==> src/rtl/router_pkg.sv <==
// Shared types and defaults for the multi-channel router control FSM.
package router_pkg;

    // Default configuration of the router.
    localparam int DEF_NUM_CH  = 3;
    localparam int DEF_WAIT_TO = 64;

    // Controller states, 4-bit encoding with DECODE at zero so reset lands there.
    typedef enum logic [3:0] {
        ST_DECODE     = 4'd0,
        ST_LFD        = 4'd1,
        ST_LOAD       = 4'd2,
        ST_FULL       = 4'd3,
        ST_LAF        = 4'd4,
        ST_LOAD_PAR   = 4'd5,
        ST_CHK_PAR    = 4'd6,
        ST_WAIT_EMPTY = 4'd7,
        ST_DROP       = 4'd8
    } state_t;

    // Address field width for a given channel count; never narrower than one bit.
    function automatic int addr_width(input int num_ch);
        return (num_ch > 2) ? $clog2(num_ch) : 1;
    endfunction

endpackage

==> src/rtl/router_fsm_nch_if.sv <==
// Bundle between the packet source / register block / FIFOs and the router FSM.
interface router_fsm_nch_if
    import router_pkg::*;
#(
    parameter int NUM_CH = DEF_NUM_CH,
    parameter int ADDR_W = addr_width(NUM_CH)
);
    // Source and register-block side
    logic              pkt_valid;
    logic              low_pkt_valid;
    logic              parity_done;
    logic [ADDR_W-1:0] data_in;
    // FIFO side
    logic              fifo_full;
    logic [NUM_CH-1:0] fifo_empty;
    logic [NUM_CH-1:0] soft_reset;
    // State decodes and status
    logic              detect_add;
    logic              lfd_state;
    logic              ld_state;
    logic              laf_state;
    logic              full_state;
    logic              rst_int_reg;
    logic              write_enb_reg;
    logic              busy;
    logic              drop_state;
    logic [ADDR_W-1:0] addr_q;
    logic              timeout_err;

    // Surrounding logic: drives the FSM inputs, observes its decodes.
    modport master (
        output pkt_valid, low_pkt_valid, parity_done, data_in,
               fifo_full, fifo_empty, soft_reset,
        input  detect_add, lfd_state, ld_state, laf_state, full_state,
               rst_int_reg, write_enb_reg, busy, drop_state, addr_q, timeout_err
    );

    // The router FSM itself.
    modport slave (
        input  pkt_valid, low_pkt_valid, parity_done, data_in,
               fifo_full, fifo_empty, soft_reset,
        output detect_add, lfd_state, ld_state, laf_state, full_state,
               rst_int_reg, write_enb_reg, busy, drop_state, addr_q, timeout_err
    );

endinterface

==> src/rtl/router_wait_timer.sv <==
// Cycle counter bounding how long the router waits for a busy destination FIFO.
// Only instantiated when ROUTER_FSM_TIMEOUT_EN is defined.
module router_wait_timer #(
    parameter int WAIT_TO = 64
) (
    input  logic clock,
    input  logic resetn,
    input  logic clear,
    input  logic enable,
    output logic expired
);
    localparam int                CNT_W = (WAIT_TO > 1) ? $clog2(WAIT_TO) : 1;
    localparam logic [CNT_W-1:0]  LAST  = CNT_W'(WAIT_TO - 1);

    logic [CNT_W-1:0] count;

    // Count waiting cycles, saturating at the last one until cleared.
    always_ff @(posedge clock or negedge resetn) begin
        // NOTE: state registers use non-blocking assignments so every flop samples pre-edge values.
        if (!resetn) begin
            count <= '0;
        end else if (clear) begin
            count <= '0;
        end else if (enable && (count != LAST)) begin
            count <= count + 1'b1;
        end
    end

    assign expired = enable && (count == LAST);

endmodule

==> src/rtl/router_fsm_nch.sv <==
// Control FSM of an N-channel packet router: decodes the header address,
// steers writes into the selected FIFO, handles full/parity phases, and
// drops packets addressed to channels that do not exist.
// Optional build macro ROUTER_FSM_TIMEOUT_EN bounds the WAIT_EMPTY phase.
module router_fsm_nch
    import router_pkg::*;
#(
    parameter int NUM_CH  = DEF_NUM_CH,
    parameter int ADDR_W  = addr_width(NUM_CH),
    parameter int WAIT_TO = DEF_WAIT_TO
) (
    input  logic             clock,
    input  logic             resetn,
    router_fsm_nch_if.slave  bus
);
    state_t            state, next_state;
    logic [ADDR_W-1:0] addr_q;
    logic              in_range;     // data_in names an existing channel
    logic              empty_in;     // fifo_empty of the channel on data_in
    logic              empty_q;      // fifo_empty of the latched channel
    logic              sreset_q;     // soft_reset of the latched channel
    logic              expired;
    logic              timeout_hit;

    // Select per-channel flags without ever indexing past the last channel.
    always_comb begin
        // NOTE: every combinational output gets a default first so no path infers a latch.
        in_range = 1'b0;
        empty_in = 1'b0;
        empty_q  = 1'b0;
        sreset_q = 1'b0;
        for (int i = 0; i < NUM_CH; i++) begin
            if (int'(bus.data_in) == i) begin
                in_range = 1'b1;
                empty_in = bus.fifo_empty[i];
            end
            if (int'(addr_q) == i) begin
                empty_q  = bus.fifo_empty[i];
                sreset_q = bus.soft_reset[i];
            end
        end
    end

    // State register.
    always_ff @(posedge clock or negedge resetn) begin
        if (!resetn) state <= ST_DECODE;
        else         state <= next_state;
    end

    // Destination latch, loaded whenever a header is seen in DECODE.
    always_ff @(posedge clock or negedge resetn) begin
        if (!resetn) begin
            addr_q <= '0;
        end else if ((state == ST_DECODE) && bus.pkt_valid) begin
            addr_q <= bus.data_in;
        end
    end

    // Next-state logic; a soft reset of the active channel overrides everything.
    always_comb begin
        next_state  = state;
        timeout_hit = 1'b0;
        unique case (state)
            ST_DECODE: begin
                if (bus.pkt_valid) begin
                    if (!in_range)     next_state = ST_DROP;
                    else if (empty_in) next_state = ST_LFD;
                    else               next_state = ST_WAIT_EMPTY;
                end
            end
            ST_LFD:  next_state = ST_LOAD;
            ST_LOAD: begin
                if (bus.fifo_full)       next_state = ST_FULL;
                else if (!bus.pkt_valid) next_state = ST_LOAD_PAR;
            end
            ST_FULL: begin
                if (!bus.fifo_full) next_state = ST_LAF;
            end
            ST_LAF: begin
                if (bus.parity_done)        next_state = ST_DECODE;
                else if (bus.low_pkt_valid) next_state = ST_LOAD_PAR;
                else                        next_state = ST_LOAD;
            end
            ST_LOAD_PAR: next_state = ST_CHK_PAR;
            ST_CHK_PAR:  next_state = bus.fifo_full ? ST_FULL : ST_DECODE;
            ST_WAIT_EMPTY: begin
                if (empty_q) begin
                    next_state = ST_LFD;
                end else if (expired) begin
                    next_state  = ST_DROP;
                    timeout_hit = 1'b1;
                end
            end
            ST_DROP: begin
                if (!bus.pkt_valid) next_state = ST_DECODE;
            end
            default: next_state = ST_DECODE;
        endcase
        if ((state != ST_DECODE) && sreset_q) begin
            next_state  = ST_DECODE;
            timeout_hit = 1'b0;
        end
    end

`ifdef ROUTER_FSM_TIMEOUT_EN
    logic timeout_q;

    router_wait_timer #(.WAIT_TO(WAIT_TO)) u_wait_timer (
        .clock   (clock),
        .resetn  (resetn),
        .clear   (state != ST_WAIT_EMPTY),
        .enable  (state == ST_WAIT_EMPTY),
        .expired (expired)
    );

    // One-cycle error pulse coinciding with the forced move into DROP.
    always_ff @(posedge clock or negedge resetn) begin
        if (!resetn) timeout_q <= 1'b0;
        else         timeout_q <= timeout_hit;
    end

    assign bus.timeout_err = timeout_q;
`else
    // Without the timeout WAIT_EMPTY waits forever; WAIT_TO has no effect.
    logic unused_cfg;
    assign expired         = 1'b0;
    assign unused_cfg      = timeout_hit ^ (WAIT_TO != 0);
    assign bus.timeout_err = 1'b0;
`endif

    // Moore decodes of the state register.
    assign bus.detect_add    = (state == ST_DECODE);
    assign bus.lfd_state     = (state == ST_LFD);
    assign bus.ld_state      = (state == ST_LOAD);
    assign bus.full_state    = (state == ST_FULL);
    assign bus.laf_state     = (state == ST_LAF);
    assign bus.rst_int_reg   = (state == ST_CHK_PAR);
    assign bus.drop_state    = (state == ST_DROP);
    assign bus.write_enb_reg = (state inside {ST_LOAD, ST_LOAD_PAR, ST_LAF});
    assign bus.busy          = (state inside {ST_LFD, ST_FULL, ST_LAF,
                                              ST_LOAD_PAR, ST_CHK_PAR, ST_WAIT_EMPTY});
    assign bus.addr_q        = addr_q;

endmodule
==> src/flat_wrapper.sv <==
// flat-port wrapper written by rule: the top's interface ports become plain ports
module router_fsm_nch_flat import router_pkg::*;
#(
    parameter int NUM_CH  = DEF_NUM_CH,
    parameter int ADDR_W  = addr_width(NUM_CH),
    parameter int WAIT_TO = DEF_WAIT_TO
)
  (clock, resetn, bus_pkt_valid, bus_low_pkt_valid, bus_parity_done, bus_data_in, bus_fifo_full, bus_fifo_empty, bus_soft_reset, bus_detect_add, bus_lfd_state, bus_ld_state, bus_laf_state, bus_full_state, bus_rst_int_reg, bus_write_enb_reg, bus_busy, bus_drop_state, bus_addr_q, bus_timeout_err);
  router_fsm_nch_if #(.NUM_CH(NUM_CH), .ADDR_W(ADDR_W)) bus_i ();
  input  logic clock;
  input  logic resetn;
  input wire logic [$bits(bus_i.pkt_valid)-1:0] bus_pkt_valid;
  input wire logic [$bits(bus_i.low_pkt_valid)-1:0] bus_low_pkt_valid;
  input wire logic [$bits(bus_i.parity_done)-1:0] bus_parity_done;
  input wire logic [$bits(bus_i.data_in)-1:0] bus_data_in;
  input wire logic [$bits(bus_i.fifo_full)-1:0] bus_fifo_full;
  input wire logic [$bits(bus_i.fifo_empty)-1:0] bus_fifo_empty;
  input wire logic [$bits(bus_i.soft_reset)-1:0] bus_soft_reset;
  output wire logic [$bits(bus_i.detect_add)-1:0] bus_detect_add;
  output wire logic [$bits(bus_i.lfd_state)-1:0] bus_lfd_state;
  output wire logic [$bits(bus_i.ld_state)-1:0] bus_ld_state;
  output wire logic [$bits(bus_i.laf_state)-1:0] bus_laf_state;
  output wire logic [$bits(bus_i.full_state)-1:0] bus_full_state;
  output wire logic [$bits(bus_i.rst_int_reg)-1:0] bus_rst_int_reg;
  output wire logic [$bits(bus_i.write_enb_reg)-1:0] bus_write_enb_reg;
  output wire logic [$bits(bus_i.busy)-1:0] bus_busy;
  output wire logic [$bits(bus_i.drop_state)-1:0] bus_drop_state;
  output wire logic [$bits(bus_i.addr_q)-1:0] bus_addr_q;
  output wire logic [$bits(bus_i.timeout_err)-1:0] bus_timeout_err;
  assign bus_i.pkt_valid = bus_pkt_valid;
  assign bus_i.low_pkt_valid = bus_low_pkt_valid;
  assign bus_i.parity_done = bus_parity_done;
  assign bus_i.data_in = bus_data_in;
  assign bus_i.fifo_full = bus_fifo_full;
  assign bus_i.fifo_empty = bus_fifo_empty;
  assign bus_i.soft_reset = bus_soft_reset;
  assign bus_detect_add = bus_i.detect_add;
  assign bus_lfd_state = bus_i.lfd_state;
  assign bus_ld_state = bus_i.ld_state;
  assign bus_laf_state = bus_i.laf_state;
  assign bus_full_state = bus_i.full_state;
  assign bus_rst_int_reg = bus_i.rst_int_reg;
  assign bus_write_enb_reg = bus_i.write_enb_reg;
  assign bus_busy = bus_i.busy;
  assign bus_drop_state = bus_i.drop_state;
  assign bus_addr_q = bus_i.addr_q;
  assign bus_timeout_err = bus_i.timeout_err;
  router_fsm_nch #(.NUM_CH(NUM_CH), .ADDR_W(ADDR_W), .WAIT_TO(WAIT_TO)) u_core (.clock(clock), .resetn(resetn), .bus(bus_i));
endmodule
==> config.mk <==
export PLATFORM = sky130hd
export DESIGN_NAME = router_fsm_nch_flat
export DESIGN_NICKNAME = d
export VERILOG_FILES = /design/src/rtl/router_pkg.sv /design/src/rtl/router_fsm_nch_if.sv /design/src/rtl/router_wait_timer.sv /design/src/rtl/router_fsm_nch.sv /design/src/flat_wrapper.sv
export SDC_FILE = /design/constraint.sdc
export NUM_CORES = 1
export LEC_CHECK = 0
export BUFFER_PORTS_ARGS = -buffer_cell sky130_fd_sc_hd__buf_2
export CORE_MARGIN = 3
export CORE_UTILIZATION = 47
export CTS_CLUSTER_DIAMETER = 200
export CTS_CLUSTER_SIZE = 20
export DETAILED_ROUTE_END_ITERATION = 12
export GPL_TIMING_DRIVEN = 0
export PLACE_DENSITY = 0.79
export SETUP_SLACK_MARGIN = 0.4
export SLEW_MARGIN = 20
export SYNTH_ARGS = -nofsm -noshare
export SYNTH_HDL_FRONTEND = slang
export SYNTH_SLANG_ARGS = --single-unit
==> constraint.sdc <==
create_clock -name clock -period 4.29 [get_ports clock]
set_clock_uncertainty 0.05 [all_clocks]
set_input_delay 0.858 -clock clock [delete_from_list [all_inputs] [get_ports clock]]
set_output_delay 0.858 -clock clock [all_outputs]
set_load 0.01 [all_outputs]
; ---- Word level (Yosys, flattened, before mapping)
; Cells that the tools add are included.
[op_classes]
n_reduce_logical = 9
mul = 0
n_eq_ne = 17
shifts = 0
n_bitwise = 0
n_lt_le_gt_ge = 0
n_div = 0
n_addsub = 0
mux = 25
[op_table]
columns = cell, count
row1 = $mux 4, 9
row2 = $pmux 4 s9, 1
row3 = $eq 4x3->1 const B, 4
row4 = $mux 1, 12
row5 = $ne 3x2->1 const B, 3
row6 = $eq 2x2->1 const B, 4
row7 = $eq 4x2->1 const B, 2
row8 = $mux 3, 2
row9 = $reduce_bool 6->1, 1
row10 = $reduce_and 5->1, 1
row11 = $eq 4x1->1 const B, 1
row12 = $eq 4x4->1 const B, 1
row13 = $logic_not 2->1, 2
row14 = $logic_not 4->1, 1
row15 = $ne 4x3->1 const B, 1
row16 = $reduce_bool 4->1, 1
row17 = $ne 3x1->1 const B, 1
row18 = $reduce_bool 3->1, 1
row19 = $logic_and 1x1->1, 2
row20 = $mux 2, 1
[totals]
latch_bits = 0
output_inout_bits = 12
wordCells = 53
input_bits = 14
ramBits = 0
mem_bits_ro = 0
mem_count = 0
reg_bits = 6

; ---- Longest topological paths before layout
; Gate-level depths: netlist of the first run.
[depth]
ltp_word = 9
mapped_depth = 6
depth_no_buf = 5

; ---- Worst setup path after synthesis of the first run
; No wires, ideal clock.
[synth_timing]
path_type = reg2out
start = reg u_core.state[0]
end = out bus_write_enb_reg
t_required_ns = 3.382
t_arrival_ns = 1.099
stages_incl_launch_ff = 6
setup_slack_ns = 2.283
n_path_buf = 1
cell_sequence = dfrtp_1 buf_2 nand2b_1 nor2_1 a21oi_1 nor2_1
[synth_via]
elab_chain_cells = 2
word_cells_on_any_way = 4
classes_between = eq/ne (3) / reduce/logical (1)
[synth_lines]
columns = element, line
row1 = "start, declared", router_fsm_nch.sv:16  ; state_t state, next_state;
row2 = "start signal, assigned", router_fsm_nch.sv:47  ; else state <= next_state;
row3 = $eq 4x2->1 / $eq 4x3->1 (equally long branches), router_fsm_nch.sv:139  ; assign bus.write_enb_reg = (state inside {ST_LOAD, ST_LOAD_PAR, ST_LAF});
row4 = $reduce_bool 3->1 (*), router_fsm_nch.sv:139
row5 = "end, declared", flat_wrapper.sv:25  ; output wire logic [$bits(bus_i.write_enb_reg)-1:0] bus_write_enb_reg;
; Mark *: on every way between the ends. The rest lies on a longest branch, timed or not.

; ---- Worst setup path after layout of the first run
; Same ends and word-level chain as after synthesis.

==> run metrics, run 1 <==
status finished, final reports clean; CTS Buffer Depth 2; class of the most critical setup path reg2out; CTS tree yes; Final min period about 2.5 ns; Critical R2R Launch u_core.state[1]; register area share after synthesis 23.9%; syn_nets 91; Num CTS Buffers 3; DRT Pass-1 Iters 4; RSZ-0062 raised after global routing false; gpl congestion around 0.87; vias roughly 670; Worst-path clk slew 0.04 ns; chip height 42.6 µm; port bufs 24; Fillers 106; CTS root buf clkbuf_4; Layout area overhead 25.4%; Final #Nets 120; Leak Pwr 0.395 nW; count of hold buffers inserted by post-cts repair 0; n_diodes 0; die span in x 42.6 µm; largest net degree at the start of global routing 11; H-tree Lvls 1; total routed wirelength 1.53 mm; DR vias/cell 5.67; global-route wire length before repair 2.51 mm; post-route ant nets 0; Worst Setup SP u_core.state[0]; ys flop type dfrtp_1; Synth warnings 0; WL/cell between 10 and 15 µm; Mapped Cells 77; CTS sink cnt 6; Max Cap Viol 0; # DRC 0; vias in the first global route 590; Area after DPL 767 µm²; Required @ worst endpoint 3.38 ns; asr flop ratio synth 100%; fmax 406 MHz; critical path startpoint category flip-flop; core region area 0.00119 mm²; # resized after CTS 0; EDFF count, synth 0; PwrDens 647 mW/mm²; final hold vios 0; Worst Setup Slack, final 1.83 ns; GR peak layer met2; final critical-path share of the clock period between 50% and 60%; # Post-CTS Setup Buffers 0; dpl ws 2.08 ns; global routing usage on met1 between 20 and 25%; routing usage on met2 a little over a quarter; syn avg cell area 8.17 µm²; layout cell share with drive strength beyond 1 42.3%; TNS Setup 0 ns; Final Cell Area 790 µm²; initial antenna violation count 0; max-slew violations 0; WP data arrival 1.55 ns; Mapped Area ~630 µm²; DP HPWL 1.28 mm; io pins 26; Initial DRC Count 20; worst-path fanout max 10; FP Rows 12; Worst Hold Class in2async; grt ovf 0; setup violators final 0; Crit. End Element primary output; VDD IR max roughly 0.36 mV; full die area 0.00181 mm²; Yosys cell types 35; M3 GR Usage 0%; synthesized flop and latch total 6; later-pin clock latency in the skew report 0.23 ns; initial core utilization 53.1%; GR Util All Layers between 10% and 20%
## through the flow
stage / util, % / power [mW] / hold WS [ns] / cells
after floorplan: - / 0.367 / 0.512 / 77
after global placement: 64.7 / 0.456 / 0.590 / 115
after detailed placement: 64.7 / 0.462 / 0.597 / 115
after CTS: 66.6 / 0.513 / 0.375 / 118
after global routing: 66.6 / 0.560 / 0.376 / 118
final: 66.6 / 0.511 / 0.382 / 118
## state kept, by name (all words and copies together) (netlist names)
register,count
u_core.bus.addr_q,2
u_core.state,4
## layout make-up
type | count | area (µm²) | share of cell area [%]
multi-input combinational | 63 | 438 | 55.5
timing repair buffer | 24 | 120 | 15.2
clock buffer | 3 | 22.5 | 2.85
tap | 14 | 17.5 | 2.22
buffer | 5 | 30.0 | 3.80
sequential | 6 | 150 | 19.0
inverter | 3 | 11.3 | 1.43
## synthesized netlist by cell type, drive strengths merged (2+ instances only)
cell type,n,share of area [%]
a21oi,4,3.2
and3,2,2.0
buf,5,4.8
dfrtp,6,24
inv,3,1.8
mux2,5,8.9
mux2i,2,3.2
nand2,7,4.2
nand2b,2,2.0
nand3,2,1.6
nor2,14,8.7
nor2b,3,3.0
o21ai,2,2.2
o311ai,2,4.0
o31ai,2,2.4
## placed cells by master, fill, tap and decap left out, drive strengths merged, types with 2 or more instances in the layout
| master | count |
|---|---|
| a21oi | 4 |
| and3 | 2 |
| buf | 29 |
| clkbuf | 3 |
| dfrtp | 6 |
| inv | 3 |
| mux2 | 5 |
| mux2i | 2 |
| nand2 | 7 |
| nand2b | 2 |
| nand3 | 2 |
| nor2 | 14 |
| nor2b | 3 |
| o21ai | 2 |
| o311ai | 2 |
| o31ai | 2 |
## layer usage
layer	up-vias	wire (µm)
li1	336	-
met1	314	697
met2	17	758
met3	2	64
met4	0	8
met5	-	0
## cell families (layout without fill, tap and decap cells)
kind of cell,count (synthesis),after routing,synth area share [%]
compound gates,17,17,22.3
flops,6,6,23.9
mux,7,7,12.1
simple gates,37,37,33.2
other cells,1,1,0.596
xor+xnor,1,1,1.39
buf+inv,8,35,6.56
## report_power, final
group,switching (mW),leakage [nW],internal [mW]
sequential,0.0403,0.0762,0.0810
combinational,0.190,0.305,0.152
clock,0.0165,0.0138,0.0314
## final timing paths
kind | to | slack, ns | cells after the start
worst min-delay path | u_core.state[2] | 0.38 | 1
worst max-delay path | bus_write_enb_reg | 1.83 | 6
worst min register to register | u_core.bus.addr_q[0] | 0.61 | 1
min in group clock | u_core.bus.addr_q[0] | 0.61 | 1
worst max register to register | u_core.state[2] | 2.42 | 6
max in group asynchronous | u_core.bus.addr_q[0] | 3.68 | 1
## critical path: stages (launching register included)
cell and delay (ns):
dfrtp_1 0.53, buf_2 0.27, nand2b_1 0.17, nor2_1 0.05, a21oi_1 0.11, nor2_1 0.05, buf_2 0.14
Note: power is estimated with default switching activity, not from simulation.
==> inputs of run 2 (changes only) <==
--- a/config.mk
+++ b/config.mk
@@ -7,12 +7,12 @@
 export LEC_CHECK = 0
 export BUFFER_PORTS_ARGS = -buffer_cell sky130_fd_sc_hd__buf_2
 export CORE_MARGIN = 3
-export CORE_UTILIZATION = 47
+export CORE_UTILIZATION = 46
 export CTS_CLUSTER_DIAMETER = 200
 export CTS_CLUSTER_SIZE = 20
 export DETAILED_ROUTE_END_ITERATION = 12
 export GPL_TIMING_DRIVEN = 0
-export PLACE_DENSITY = 0.79
+export PLACE_DENSITY = 0.78
 export SETUP_SLACK_MARGIN = 0.4
 export SLEW_MARGIN = 20
 export SYNTH_ARGS = -nofsm -noshare
==> constraint.sdc (replaced) <==
create_clock -name clock -period 2.55 [get_ports clock]
set_clock_uncertainty 0.05 [all_clocks]
set_input_delay 0.51 -clock clock [delete_from_list [all_inputs] [get_ports clock]]
set_output_delay 0.51 -clock clock [all_outputs]
set_load 0.01 [all_outputs]
==> run metrics, run 2 (same netlist as run 1, synthesis figures left out) <==
status finished, final reports clean; PwrDens 1090 mW/mm²; CTS tree yes; full die area around 0.0018 mm²; FP Rows 12; Required @ worst endpoint between 1.5 and 2 ns; Crit. End Element primary output; Routed met1 length 712 µm; n_diodes 0; worst-path fanout max 10; commonest non-fill, non-tap cell in the layout buf_2; port bufs 24; layout cell share with drive strength beyond 1 between 40% and 50%; setup violators final 0; CTS root buf clkbuf_4; CTS Buffer Depth 2; max reg flops 4; vias in the first global route 580; GR Util All Layers 16.6%; WL met3 37 µm; Final #Nets 120; critical path startpoint category flip-flop; Fillers 118; Initial DRC Count 10; DR vias/cell 5.64; later-pin clock latency in the skew report 0.23 ns; Routed met2 length 723 µm; gpl congestion 0.848; H-tree Lvls 1; VDD IR max 0.635 mV; Layout area overhead 26.0%; # DRC 0; CTS sink cnt 6; Max Cap Viol 0; top sig layer met3; chip height between 40 and 50 µm; Biggest register u_core.state; io pins 26; Leak Pwr 0.394 nW; Largest regs u_core.state (4), u_core.bus.addr_q (2); WL/cell 12.5 µm; RSZ-0062 raised after global routing false; power after layout 0.864 mW; commonest non-fill, non-tap cells in the layout 26 x buf_2, 13 x nor2_1, 7 x nand2_1, 5 x mux2_2, 5 x dfrtp_1; post-route ant nets 0; Worst-path clk slew roughly 0.040 ns; count of hold buffers inserted by post-cts repair 0; TNS Setup 0 ns; die span in x roughly 43 µm; final critical-path share of the clock period roughly 79%; grt ovf 0; fmax 500 MHz; initial antenna violation count 0; core region area 0.00119 mm²; global-route wire length before repair about 2.5 mm; WP data arrival 1.44 ns; vias 666; Final min period around 2 ns; class of the most critical setup path reg2out; total routed wirelength roughly 1.5 mm; final hold vios 0; DP HPWL about 1.2 mm; largest net degree at the start of global routing 11; max-slew violations 0; DRT Pass-1 Iters 5; Worst Hold Class in2async; initial core utilization 53.1%; Num CTS Buffers 3
## run 2: final timing paths
path                                            from              endpoint  slack, ns  cells after the start
worst max register to register       u_core.state[1]       u_core.state[2]       0.69                      6
worst min register to register  u_core.bus.addr_q[0]  u_core.bus.addr_q[0]       0.61                      1
worst max-delay path                 u_core.state[0]     bus_write_enb_reg       0.55                      6
worst min-delay path                          resetn       u_core.state[1]       0.03                      1
max in group asynchronous                     resetn       u_core.state[0]       2.27                      1
min in group clock                    bus_data_in[1]  u_core.bus.addr_q[1]       0.51                      2
## run 2: timing repair
| item | in CTS | in global routing |
|---|---|---|
| resized for setup | 0 | 2 |
| setup endpoints to repair | 0 | 1 |
| endpoints found under the hold margin | 0 | 0 |
| setup buffers | 0 | 0 |
## run 2: cell type report
| class | count | area, µm² | share of cell area (%) |
|---|---|---|---|
| Buffer | 5 | 32.5 | 4.10 |
| Clock buffer | 3 | 22.5 | 2.84 |
| Inverter | 3 | 11.3 | 1.42 |
| Multi-Input combinational cell | 63 | 438 | 55.2 |
| Sequential cell | 6 | 151 | 19.1 |
| Tap cell | 14 | 17.5 | 2.21 |
| Timing Repair Buffer | 24 | 120 | 15.1 |
## run 2: stage by stage
stage	util (%)	hold slack (ns)	setup WS, ns	instances	area [µm²]
6_report	66.9	0.0320	0.548	118	793
5_1_grt	66.9	0.0291	0.410	118	793
4_1_cts	66.6	0.0253	0.448	118	790
3_5_place_dp	64.7	0.281	0.677	115	767
3_3_place_gp	64.7	0.280	0.713	115	767
2_1_floorplan	-	0.164	0.865	77	629
## run 2: per-layer routing
layer  track usage (%)  up-vias
li1                  -      331
met2              25.4       11
met3             0.424        0
met5                 0        -
met4              6.02        0
met1              24.6      324
## run 2: power by group
group | switching, mW | total, mW | internal [mW]
registers | 0.0669 | 0.205 | 0.138
logic | 0.320 | 0.578 | 0.259
clock network | 0.0284 | 0.0813 | 0.0528
total | 0.415 | 0.864 | 0.449
## run 2: worst max-delay path: stages, from the launching register on
cell and delay, ns:
dfrtp_2 0.47, clkbuf_4 0.21, nand2b_1 0.18, nor2_1 0.10
a21oi_1 0.04, nor2_1 0.08, buf_2 0.13
